### src/rtl/pc_sequencer.sv
// ============================================================================
// pc_sequencer
// ----------------------------------------------------------------------------
// Program-counter sequencer for the single-cycle MIPS core. Owns the PC
// register plus boot/run/halt/exception control state and picks the next
// fetch address every cycle.
//
// Ports:
//   clk           in   system clock, rising edge
//   rst_n         in   asynchronous active-low reset
//   stall         in   hold PC this cycle (RUN only)
//   branch_taken  in   conditional branch resolved taken
//   branch_imm    in   [15:0] signed branch offset in words
//   jump          in   J/JAL redirect
//   jump_target   in   [25:0] J-format target field
//   jr            in   JR/JALR redirect
//   jr_addr       in   [31:0] register-file target address
//   halt_req      in   enter HALT
//   resume        in   leave HALT
//   exc_req       in   synchronous exception request
//   pc            out  [31:0] current fetch address
//   pc_plus4      out  [31:0] pc + 4 (combinational)
//   epc           out  [31:0] PC of the excepting instruction
//   state         out  [1:0] BOOT=00 RUN=01 HALT=10 EXC=11
//   fetch_valid   out  instruction at pc is to be executed
//   misalign      out  one-cycle pulse on a misaligned JR target
//
// Optional feature macro: PC_ALIGN_CHECK_EN
//   defined   : JR to a non-word-aligned address raises an exception at
//               exc_req priority and pulses misalign.
//   undefined : JR target low two bits are forced to zero, misalign is 0.
// ============================================================================
module pc_sequencer #(
    parameter logic [31:0] RESET_PC   = 32'h0000_0000,
    parameter logic [31:0] EXC_VECTOR = 32'h0000_0080
) (
    input  logic        clk,
    input  logic        rst_n,
    input  logic        stall,
    input  logic        branch_taken,
    input  logic [15:0] branch_imm,
    input  logic        jump,
    input  logic [25:0] jump_target,
    input  logic        jr,
    input  logic [31:0] jr_addr,
    input  logic        halt_req,
    input  logic        resume,
    input  logic        exc_req,
    output logic [31:0] pc,
    output logic [31:0] pc_plus4,
    output logic [31:0] epc,
    output logic [1:0]  state,
    output logic        fetch_valid,
    output logic        misalign
);

    typedef enum logic [1:0] {
        BOOT = 2'b00,
        RUN  = 2'b01,
        HALT = 2'b10,
        EXC  = 2'b11
    } state_t;

    state_t      state_q;
    state_t      state_d;
    logic [31:0] pc_d;
    logic [31:0] epc_d;
    logic        fv_d;
    logic        mis_d;

    logic signed [31:0] br_off;
    logic [31:0]        br_target;
    logic [31:0]        j_target;
    logic [31:0]        jr_target;
    logic               jr_bad;

    assign state    = state_q;
    assign pc_plus4 = pc + 32'd4;

    // Word offset sign-extended to a byte offset; the add wraps silently.
    assign br_off    = $signed({{14{branch_imm[15]}}, branch_imm, 2'b00});
    assign br_target = pc_plus4 + $unsigned(br_off);
    assign j_target  = {pc_plus4[31:28], jump_target, 2'b00};

`ifdef PC_ALIGN_CHECK_EN
    assign jr_bad    = jr && (jr_addr[1:0] != 2'b00);
    assign jr_target = jr_addr;
`else
    assign jr_bad    = 1'b0;
    assign jr_target = jr_addr & 32'hFFFF_FFFC;
`endif

    always_comb begin
        state_d = state_q;
        pc_d    = pc;
        epc_d   = epc;
        mis_d   = 1'b0;
        unique case (state_q)
            BOOT: state_d = RUN;
            RUN: begin
                // A misaligned JR is an exception in its own right, so it
                // outranks halt and stall just like exc_req does.
                if (exc_req || jr_bad) begin
                    state_d = EXC;
                    pc_d    = EXC_VECTOR;
                    epc_d   = pc;
                    mis_d   = jr_bad;
                end else if (halt_req) begin
                    state_d = HALT;
                end else if (stall) begin
                    pc_d = pc;
                end else if (jr) begin
                    pc_d = jr_target;
                end else if (jump) begin
                    pc_d = j_target;
                end else if (branch_taken) begin
                    pc_d = br_target;
                end else begin
                    pc_d = pc_plus4;
                end
            end
            HALT: begin
                // Exception beats resume when both arrive together.
                if (exc_req) begin
                    state_d = EXC;
                    pc_d    = EXC_VECTOR;
                    epc_d   = pc;
                end else if (resume) begin
                    state_d = RUN;
                end
            end
            EXC: state_d = RUN;
            default: state_d = BOOT;
        endcase
        fv_d = (state_d == RUN);
    end

    always_ff @(posedge clk or negedge rst_n) begin
        if (!rst_n) begin
            state_q     <= BOOT;
            pc          <= RESET_PC;
            epc         <= 32'h0000_0000;
            fetch_valid <= 1'b0;
            misalign    <= 1'b0;
        end else begin
            state_q     <= state_d;
            pc          <= pc_d;
            epc         <= epc_d;
            fetch_valid <= fv_d;
            misalign    <= mis_d;
        end
    end

endmodule

### config.mk
export PLATFORM = sky130hd
export DESIGN_NAME = pc_sequencer
export DESIGN_NICKNAME = d
export VERILOG_FILES = /design/src/rtl/pc_sequencer.sv
export SDC_FILE = /design/constraint.sdc
export NUM_CORES = 1
export LEC_CHECK = 0
export BUFFER_PORTS_ARGS = -buffer_cell sky130_fd_sc_hd__clkbuf_2
export CORE_UTILIZATION = 40
export CTS_BUF_LIST = sky130_fd_sc_hd__clkbuf_8
export DETAILED_ROUTE_END_ITERATION = 10
export PLACE_DENSITY_LB_ADDON = 0.05
export SLEW_MARGIN = 15
export SYNTH_ARGS = -nofsm -noshare
export SYNTH_HDL_FRONTEND = slang
export SYNTH_SLANG_ARGS = --single-unit
### constraint.sdc
create_clock -name clk -period 3.7 [get_ports clk]
set_input_delay 0 -clock clk [delete_from_list [all_inputs] [get_ports clk]]
set_output_delay 0 -clock clk [all_outputs]
set_load 0.03 [all_outputs]
# Word-level counts from Yosys, hierarchy flattened
# Index checks and enable logic that the tools add are counted.
# word_totals
ff_bits,67
latch_bits,0
ram_bits,0
rom_bits,0
inputBits,83
output_inout_bits,100
elab_cells,32
n_memories,0
# classes
add_sub_neg,2
n_mul,0
n_div,0
order_cmp,0
eq_ne,7
shifts,0
muxes,13
bitwise,0
reduce_logical,6
# op_table
operator,count
2-to-1 mux 32 bit,7
one-hot mux 32 bit (2 select lines),1
"adder 32 x 3 -> 32 bit, second input constant",1
adder 32 bit,1
2-to-1 mux 2 bit,4
"inequality test 3 bit, second input constant",2
one-hot mux 2 bit (3 select lines),1
"== test 2 x 1 -> 1 bit, second input constant",2
"== test 2 bit, second input constant",2
AND reduction 4 bit,1
OR reduction 2 bit,2
logical NOT 2 bit,1
"inequality test 2 bit, second input constant",1
AND reduction 2 bit,1
nonzero test 2 bit,1

# Logic depth before layout (Yosys ltp)
# Gate-level depths: netlist of run 1.
# logic_depth
ltp_word,9
mapped_depth,15
mapped_depth_nobuf,14

# Least setup slack after synthesis of run 1
# No wires, ideal clock.
# synth_timing
path_type,register to register
from,register pc[2]
to,register pc[31]
setup_ns,0.095
arrival_ns,4.205
required_ns,3.605
path_slack_ns,-0.601
path_stages_with_launch,16
path_buffers,1
period_less_slack_ns,4.301
cell_sequence,dfrtp_1 ha_1 nand2_1 nor4_2 nand2_1 xnor2_1 ha_1 buf_2 nand4_1 or3_1 or2_2 o311ai_2 a31oi_1 xnor2_1 and3_1 o31ai_1
# synth_via
elab_chain_cells,9
# synth_lines
element,line_no,rtl
start: declaration,49,"output logic [31:0] pc,"
start signal: assignment,147,pc <= pc_d;
adder 32 x 3 -> 32 bit,78,assign pc_plus4 = pc + 32'd4;
named net pc_plus4[18],50,"output logic [31:0] pc_plus4,"
adder 32 bit,82,assign br_target = pc_plus4 + $unsigned(br_off);
2-to-1 mux 32 bit,116,end else if (branch_taken) begin
2-to-1 mux 32 bit,114,end else if (jump) begin
2-to-1 mux 32 bit,112,end else if (jr) begin
2-to-1 mux 32 bit,110,end else if (stall) begin
2-to-1 mux 32 bit,108,end else if (halt_req) begin
2-to-1 mux 32 bit,103,if (exc_req || jr_bad) begin
one-hot mux 32 bit (2 select lines),98,unique case (state_q)
# The timed path passes the listed nets, and every way through them passes these cells. The select of a mux whose other input is x is not followed.
# A chain may end at the register's enable or synchronous reset.

# Worst setup path after layout of run 1
# layout_timing
from,register pc[12]
to,register pc[31]
# layout_via
elab_chain_cells,9
# layout_lines
element,line_no
adder 32 x 3 -> 32 bit (*),78
adder 32 bit,82
2-to-1 mux 32 bit,116
2-to-1 mux 32 bit (*),114
2-to-1 mux 32 bit (*),112
2-to-1 mux 32 bit (*),110
2-to-1 mux 32 bit (*),108
2-to-1 mux 32 bit (*),103
one-hot mux 32 bit (2 select lines) (*),98
# Every way passes the cells marked *; elsewhere a longest branch is shown, timed or not. The select of a mux whose other input is x is not followed.

==> impl_metrics.csv, run 1 <==
group,metric,value,unit
synth,synthMuxAreaShare,7.09,%
finish,layout_common_cells,"clkbuf_2 (172), buf_4 (84), nand2_1 (55)",
critical_path,cp.required,3970,ps
critical_path,start_kind,"register",
route,ant_nets,0,
floorplan,rows,41,
grt,grtUsageTotal,30.3,%
finish,drive_gt1_share,39.3,%
finish,diodes,0,
sta,finalWorstSetupSlack,128,ps
sta,slew_viol_final,0,
synth,synth_seq_cells,63,
route,drtIter0Drc,421,
critical_path,worst-path-buf-inv,3,
critical_path,cp_max_fo,3,
grt,antenna_found_initial,0,
critical_path,endpoint_kind,"register",
critical_path,slowest_delay,390,ps
clock_network,cts-root-buf,"clkbuf_8",
route,drc_errors,0,
power,p_int,2.51,mW
synth,ys_types,67,
route,vias,6035,
synth,ys.warnings.count,0,
power,p_leak,4.01,nW
synth,synthCells,614,
critical_path,path_common_cell,"buf_4",
synth,synthArstFlopShare,100,%
synth,synth_ff_type,"dfrtp_1",
placement,pre_cts_slack,-6.07,ps
placement,dp_cells,1012,
clock_network,cts.sinks,63,
grt,grt_max_degree,36,
route,totalWireLength,20100,um
sta,rsz0062_at_grt,"yes",
route,post_drt_wl_per_cell,18.7,um
floorplan,die_x,117,um
critical_path,cp_slowest_cell,"or3_1",
synth,synth_compound_area_share,25.2,%
critical_path,critical_path.top_delay_family,"simple AND/OR/NAND/NOR gates",
synth,synthSimpleGateAreaFrac,16.9,%
floorplan,start_util,41.4,%
synth,synth_top_family_by_area,"compound AO/OA/AOI/OAI gates",
critical_path,cp_cell_sequence,"nand4_1 > buf_4 > buf_4 > buf_4 > nor4_1 > xor2_1 > ha_1 > nand2_1 > or3_1 > or2_4 > o311ai_4 > a31oi_1 > xnor2_1 > and3_1 > o31ai_1",
critical_path,cp.arrival,3840,ps
sta,period_share,96.5,%
synth,synth_area,5290,um2
power,power_density,634,nW/um2
sta,timing.fmax,280,MHz
clock_network,htreeDepth,3,
clock_network,path_clk_slew,70,ps
critical_path,path_class,"register to register",
placement,dp_hpwl,16000,um
synth,syn_avg_cell_area,8.62,um2
sta,max_slew_margin,48.3,%
job,max_cap_violations,0,
placement,routabilityCongestion,0.958,
clock_network,numCtsBuffers,9,
synth,yosys.area.top_type,"dfrtp_1",
route,drt-pass1-iter-count,6,
synth,synth_fa_ha_area_share,9.36,%
clock_network,clk_path_buf_depth,2,
grt,grt_first_pass_wirelength,30700,um
finish,fin_nets,1018,
power,comb_power_share,65.3,%
sta,worst_clock_skew,10.2,ps
floorplan,die_h,117,um
finish,final_common_cell,"clkbuf_2",
floorplan,core,12800,um2
sta,tightest_slew,775,ps
power,ir_worst_vdd,0.354,mV
route,drt-vias-per-instance,5.62,
placement,portBuffers,173,
power,switching_share,49.3,%
clock_network,clock_latency,360,ps
grt,grt.overflow.total,0,
synth,synth.area.top_cells,"dfrtp_1 (30%), ha_1 (9.0%), mux2_2 (5.7%)",
clock_network,cts_tree,"built",
finish,area_growth,47.2,%
power,p_clk_share,12.3,%
sta,finalSetupViolations,0,
sta,fin_crit,3570,ps
grt,grt_pass1_vias,5938,
power,p_seq_share,22.4,%
status,outcome,"completed",
min_path,hold_path.class,"input port to register",
synth,seq_area_frac_synth,29.8,%
floorplan,pin_count,183,
synth,synth_edf_count,0,
floorplan,die-area,13700,um2
power,total_power,4.94,mW
synth,yosysTopAreaCellShare,29.8,%
power,netSwitchingPower,2.44,mW
finish,stdcell_count,1073,
sta,hold_viol,0,
synth,synth_xor_area_share,7.28,%
-- sequential cells by signal, indices dropped and copies added, names as in the netlist --
| signal | flops |
|---|---|
| pc | 30 |
| fetch_valid | 1 |
| state | 2 |
| epc | 30 |
-- timing repair --
action / CTS / global route
endpoints found under the setup margin: 1 / 12
cloned: 0 / 0
pin swaps: 2 / 10
endpoints found under the hold margin: 62 / 0
setup buffers: 3 / 2
hold buffers: 40 / 0
gates resized for setup: 0 / 23
-- cells by family (layout without fill, tap and decap cells) --
kind of cell,Yosys count,in the layout
compound gates,197,197
other cells,1,7
fa+ha+maj,39,39
xor+xnor,44,44
mux,34,34
buf+inv,53,334
simple gates,183,183
flops,63,63
-- path summary, 6_finish.rpt --
path | start | endpoint | slack [ps] | cells after the start
worst max register to register | pc[12] | pc[31] | 130 | 15
max in group asynchronous | rst_n | pc[2] | 2540 | 3
worst max-delay path | pc[12] | pc[31] | 130 | 15
worst min-delay path | jr_addr[8] | pc[8] | 30 | 4
min in group asynchronous | rst_n | epc[28] | 250 | 2
worst min register to register | epc[2] | epc[2] | 490 | 2
-- tightest hold or removal path: stages --
cell and delay, ps:
clkbuf_2 80, nand2_1 50, o21ai_0 90, a22o_1 130
-- power groups by stage --
stage | sequential [mW] | clock (mW) | combinational (mW)
final | 1.10 | 0.607 | 3.23
after global routing | 1.14 | 0.655 | 3.45
after CTS | 1.11 | 0.619 | 3.15
after detailed placement | 1.12 | 0 | 3.09
after global placement | 1.10 | 0 | 3.05
after floorplan | 1.62 | 0 | 1.47
-- area by class of cell --
type / count / area, um2
clock buffers: 10 / 138
clock inverters: 6 / 61.3
fillers: 1188 / 4980
inverters: 20 / 75.1
multi-input cells: 504 / 3800
flip-flops and latches: 63 / 1590
well taps: 172 / 215
repair buffers: 298 / 1910
-- routing by layer --
| layer | track usage (%) | part of all wire (%) | vias to the layer above |
|---|---|---|---|
| met5 | 0 | 0 | - |
| met3 | 4.58 | 5.5 | 45 |
| met1 | 34.7 | 39 | 2886 |
| met4 | 13.4 | 3.7 | 0 |
| met2 | 55.7 | 51 | 260 |
| li1 | - | - | 2844 |
-- stage by stage --
step / hold slack [ps] / area (um2) / utilization (%) / TNS, ps
finish: 27.9 / 7790 / 61.0 / 0
global placement: 118 / 7040 / 55.1 / 0
global route: 35.7 / 7790 / 61.0 / -64.9
detailed placement: 115 / 7040 / 55.1 / -6.07
floorplan: -296 / 5500 / - / -378
CTS: 7.05 / 7660 / 60.0 / 0
-- synth_stat cells (5+ instances only) --
cell type / instances
inv_1: 19
and3_1: 12
ha_1: 38
a22oi_1: 12
nand4_1: 10
xor2_1: 13
a221o_1: 5
nor2_1: 43
dfrtp_1: 63
clkbuf_1: 24
nand3_1: 19
a222oi_1: 9
o211ai_1: 8
buf_4: 7
a21oi_1: 45
nand2_1: 57
a21o_1: 14
a211oi_1: 11
o21ai_0: 45
mux2_2: 27
xnor2_1: 31
nor3_1: 11
mux2i_1: 6
o31ai_1: 10
Note: power is estimated with default switching activity, not from simulation.
==> inputs of run 2 (changes only) <==
ABC_AREA = 1   (was unset)
GPL_TIMING_DRIVEN = 0   (was unset)
==> impl_metrics.csv, run 2 <==
group,metric,value,unit
status,outcome,"completed",
critical_path,endpoint_kind,"register",
synth,synth_seq_cells,63,
placement,dp_hpwl,20000,um
sta,holdWs,4.95,ps
clock_network,cts.sinks,63,
finish,layout_common_cells,"nand2_1 (380), clkbuf_2 (170), inv_1 (156)",
clock_network,cts_tree,"built",
clock_network,numCtsBuffers,9,
grt,grtUsageTotal,28.7,%
grt,antenna_found_initial,0,
floorplan,die_h,130,um
synth,synth_edf_count,0,
clock_network,clock_latency,360,ps
synth,yosysTopAreaCellShare,24.2,%
job,max_cap_violations,0,
sta,timing.fmax,296,MHz
sta,finalSetupViolations,0,
sta,slew_viol_final,0,
critical_path,start_kind,"register",
floorplan,rows,46,
placement,portBuffers,171,
synth,ys.warnings.count,0,
critical_path,cp_slowest_cell,"dfrtp_1",
synth,synth_xor_area_share,3.20,%
sta,period_share,91.3,%
route,post_drt_wl_per_cell,15.6,um
floorplan,die_x,130,um
synth,synth.area.top_cells,"dfrtp_1 (24%), nand2_1 (22%), inv_1 (8.7%)",
clock_network,path_clk_slew,70,ps
grt,grt_max_degree,44,
route,drt-vias-per-instance,4.98,
synth,synth_ff_type,"dfrtp_1",
synth,synthMuxAreaShare,0.173,%
route,drc_errors,0,
clock_network,htreeDepth,3,
synth,yosysMostFrequentCell,"nand2_1",
route,vias,7585,
finish,final_common_cell,"nand2_1",
clock_network,cts-root-buf,"clkbuf_8",
critical_path,cp_cell_sequence,"nand2_1 > nor2_1 > nand4_1 > nor2_1 > xor2_1 > ha_1 > nand2_1 > inv_1 > a21oi_1 > o21ai_0 > nand2_1 > nand3_1 > nand2_1 > nand3_1 > nand2_1 > nand2_1 > nand2_1 > nand2_1",
finish,utilization,51.0,%
finish,diodes,0,
grt,grt_pass1_vias,6828,
grt,grt.overflow.total,0,
route,totalWireLength,23800,um
synth,ys_types,45,
sta,worst_clock_skew,7.50,ps
finish,fin_nets,1425,
sta,max_slew_margin,57.4,%
critical_path,slowest_delay,440,ps
grt,grt_first_pass_wirelength,36200,um
synth,syn_avg_cell_area,5.96,um2
finish,area_growth,24.2,%
placement,dp_cells,1488,
sta,hold_viol,0,
synth,synth_compound_area_share,11.9,%
synth,synth_fa_ha_area_share,7.59,%
power,power_density,797,nW/um2
critical_path,path_class,"register to register",
power,ir_worst_vdd,0.549,mV
floorplan,pin_count,183,
finish,stdcell_count,1523,
synth,seq_area_frac_synth,24.2,%
synth,synth_area,6530,um2
critical_path,path_common_cell,"nand2_1",
synth,synthSimpleGateAreaFrac,40.8,%
critical_path,cp_max_fo,4,
synth,synthArstFlopShare,100,%
sta,fin_crit,3380,ps
sta,tightest_slew,640,ps
floorplan,core,15900,um2
power,p_leak,4.62,nW
route,drtIter0Drc,522,
synth,synthCells,1094,
synth,synth_top_family_by_area,"simple AND/OR/NAND/NOR gates",
finish,drive_gt1_share,19.3,%
floorplan,start_util,41.1,%
route,ant_nets,0,
route,drt-pass1-iter-count,8,
floorplan,die-area,16800,um2
placement,routabilityCongestion,0.917,
clock_network,clk_path_buf_depth,2,
synth,synth_commonest_cells,"nand2_1 (380), inv_1 (152), nor2_1 (99)",
synth,yosys.area.top_type,"dfrtp_1",
critical_path,cp.required,3950,ps
critical_path,cp.arrival,3630,ps
min_path,hold_path.class,"input port to register",
## run 2: changes by cell type in the layout (fill, tap and decap cells not counted), moves of 26 or more
cell | previous run | this run
nand2_1 | 55 | 380
mux2_2 | 27 | 1
nor2_1 | 42 | 97
nand3_1 | 16 | 69
buf_4 | 84 | 7
inv_1 | 20 | 156
## run 2: where the power goes
group          total (mW)  internal, mW  leakage, nW  switching [mW]
logic                4.60          1.36         3.70            3.24
registers            1.33         0.998        0.824           0.337
clock network       0.522         0.247       0.0971           0.275
total                6.46          2.60         4.62            3.86
## run 2: cell type report
| type | count | area (um2) |
|---|---|---|
| Fill cell | 1748 | 7780 |
| Multi-Input combinational cell | 837 | 4230 |
| Sequential cell | 63 | 1580 |
| Timing Repair Buffer | 192 | 1090 |
| Inverter | 165 | 624 |
| Tap cell | 216 | 270 |
| Buffer | 35 | 165 |
| Clock buffer | 10 | 138 |
| Clock inverter | 5 | 20.0 |
## run 2: metal layers
metal / vias to the layer above / part of all wire [%] / GRT usage, %
li1: 3839 / - / -
met1: 3434 / 47 / 41.1
met2: 282 / 44 / 44.6
met3: 30 / 7.4 / 5.25
met4: 0 / 1.7 / 6.91
met5: - / 0 / 0
## run 2: logic make-up after synthesis
kind of cell             after synthesis
XOR/XNOR                              23
flip-flops                            63
AO/OA/AOI/OAI                        143
adder cells (fa/ha/maj)               39
multiplexers                           1
buffers and inverters                200
other                                  1
AND/OR/NAND/NOR                      624
## run 2: timing repair
item / in CTS / in global routing
setup buffers: 0 / 0
resized for setup: 0 / 9
hold endpoints to repair: 81 / 0
endpoints found under the setup margin: 0 / 11
hold buffers: 20 / 0
## run 2: worst max-delay path: cells and delay by family (launching register included)
| kind | cells | cell delay, ps |
|---|---|---|
| AOI/OAI and AO/OA | 2 | 450 |
| DFF | 1 | 440 |
| adders and majority gates | 1 | 320 |
| and+or+nand+nor | 13 | 1550 |
| buffers and inverters | 1 | 60 |
| xor gates and xnor gates | 1 | 440 |
## run 2: final timing paths
kind	startpoint	end	slack (ps)	cells after the start
worst min register to register	epc[2]	epc[2]	490	2
min in group asynchronous	rst_n	epc[28]	110	2
worst min-delay path	jr_addr[16]	pc[16]	5	3
max in group asynchronous	rst_n	pc[13]	3070	3
worst max register to register	pc[8]	pc[25]	320	18
worst max-delay path	pc[8]	pc[25]	320	18
## run 2: through the flow
step	cell area, um2	TNS, ps	worst slack (ps)	power [mW]
2_1_floorplan	6550	0	526	4.47
3_3_place_gp	7670	0	168	5.85
3_5_place_dp	7700	0	158	5.87
4_1_cts	8060	0	140	6.44
5_1_grt	8110	-5.19	-5.19	7.02
6_report	8110	0	322	6.46
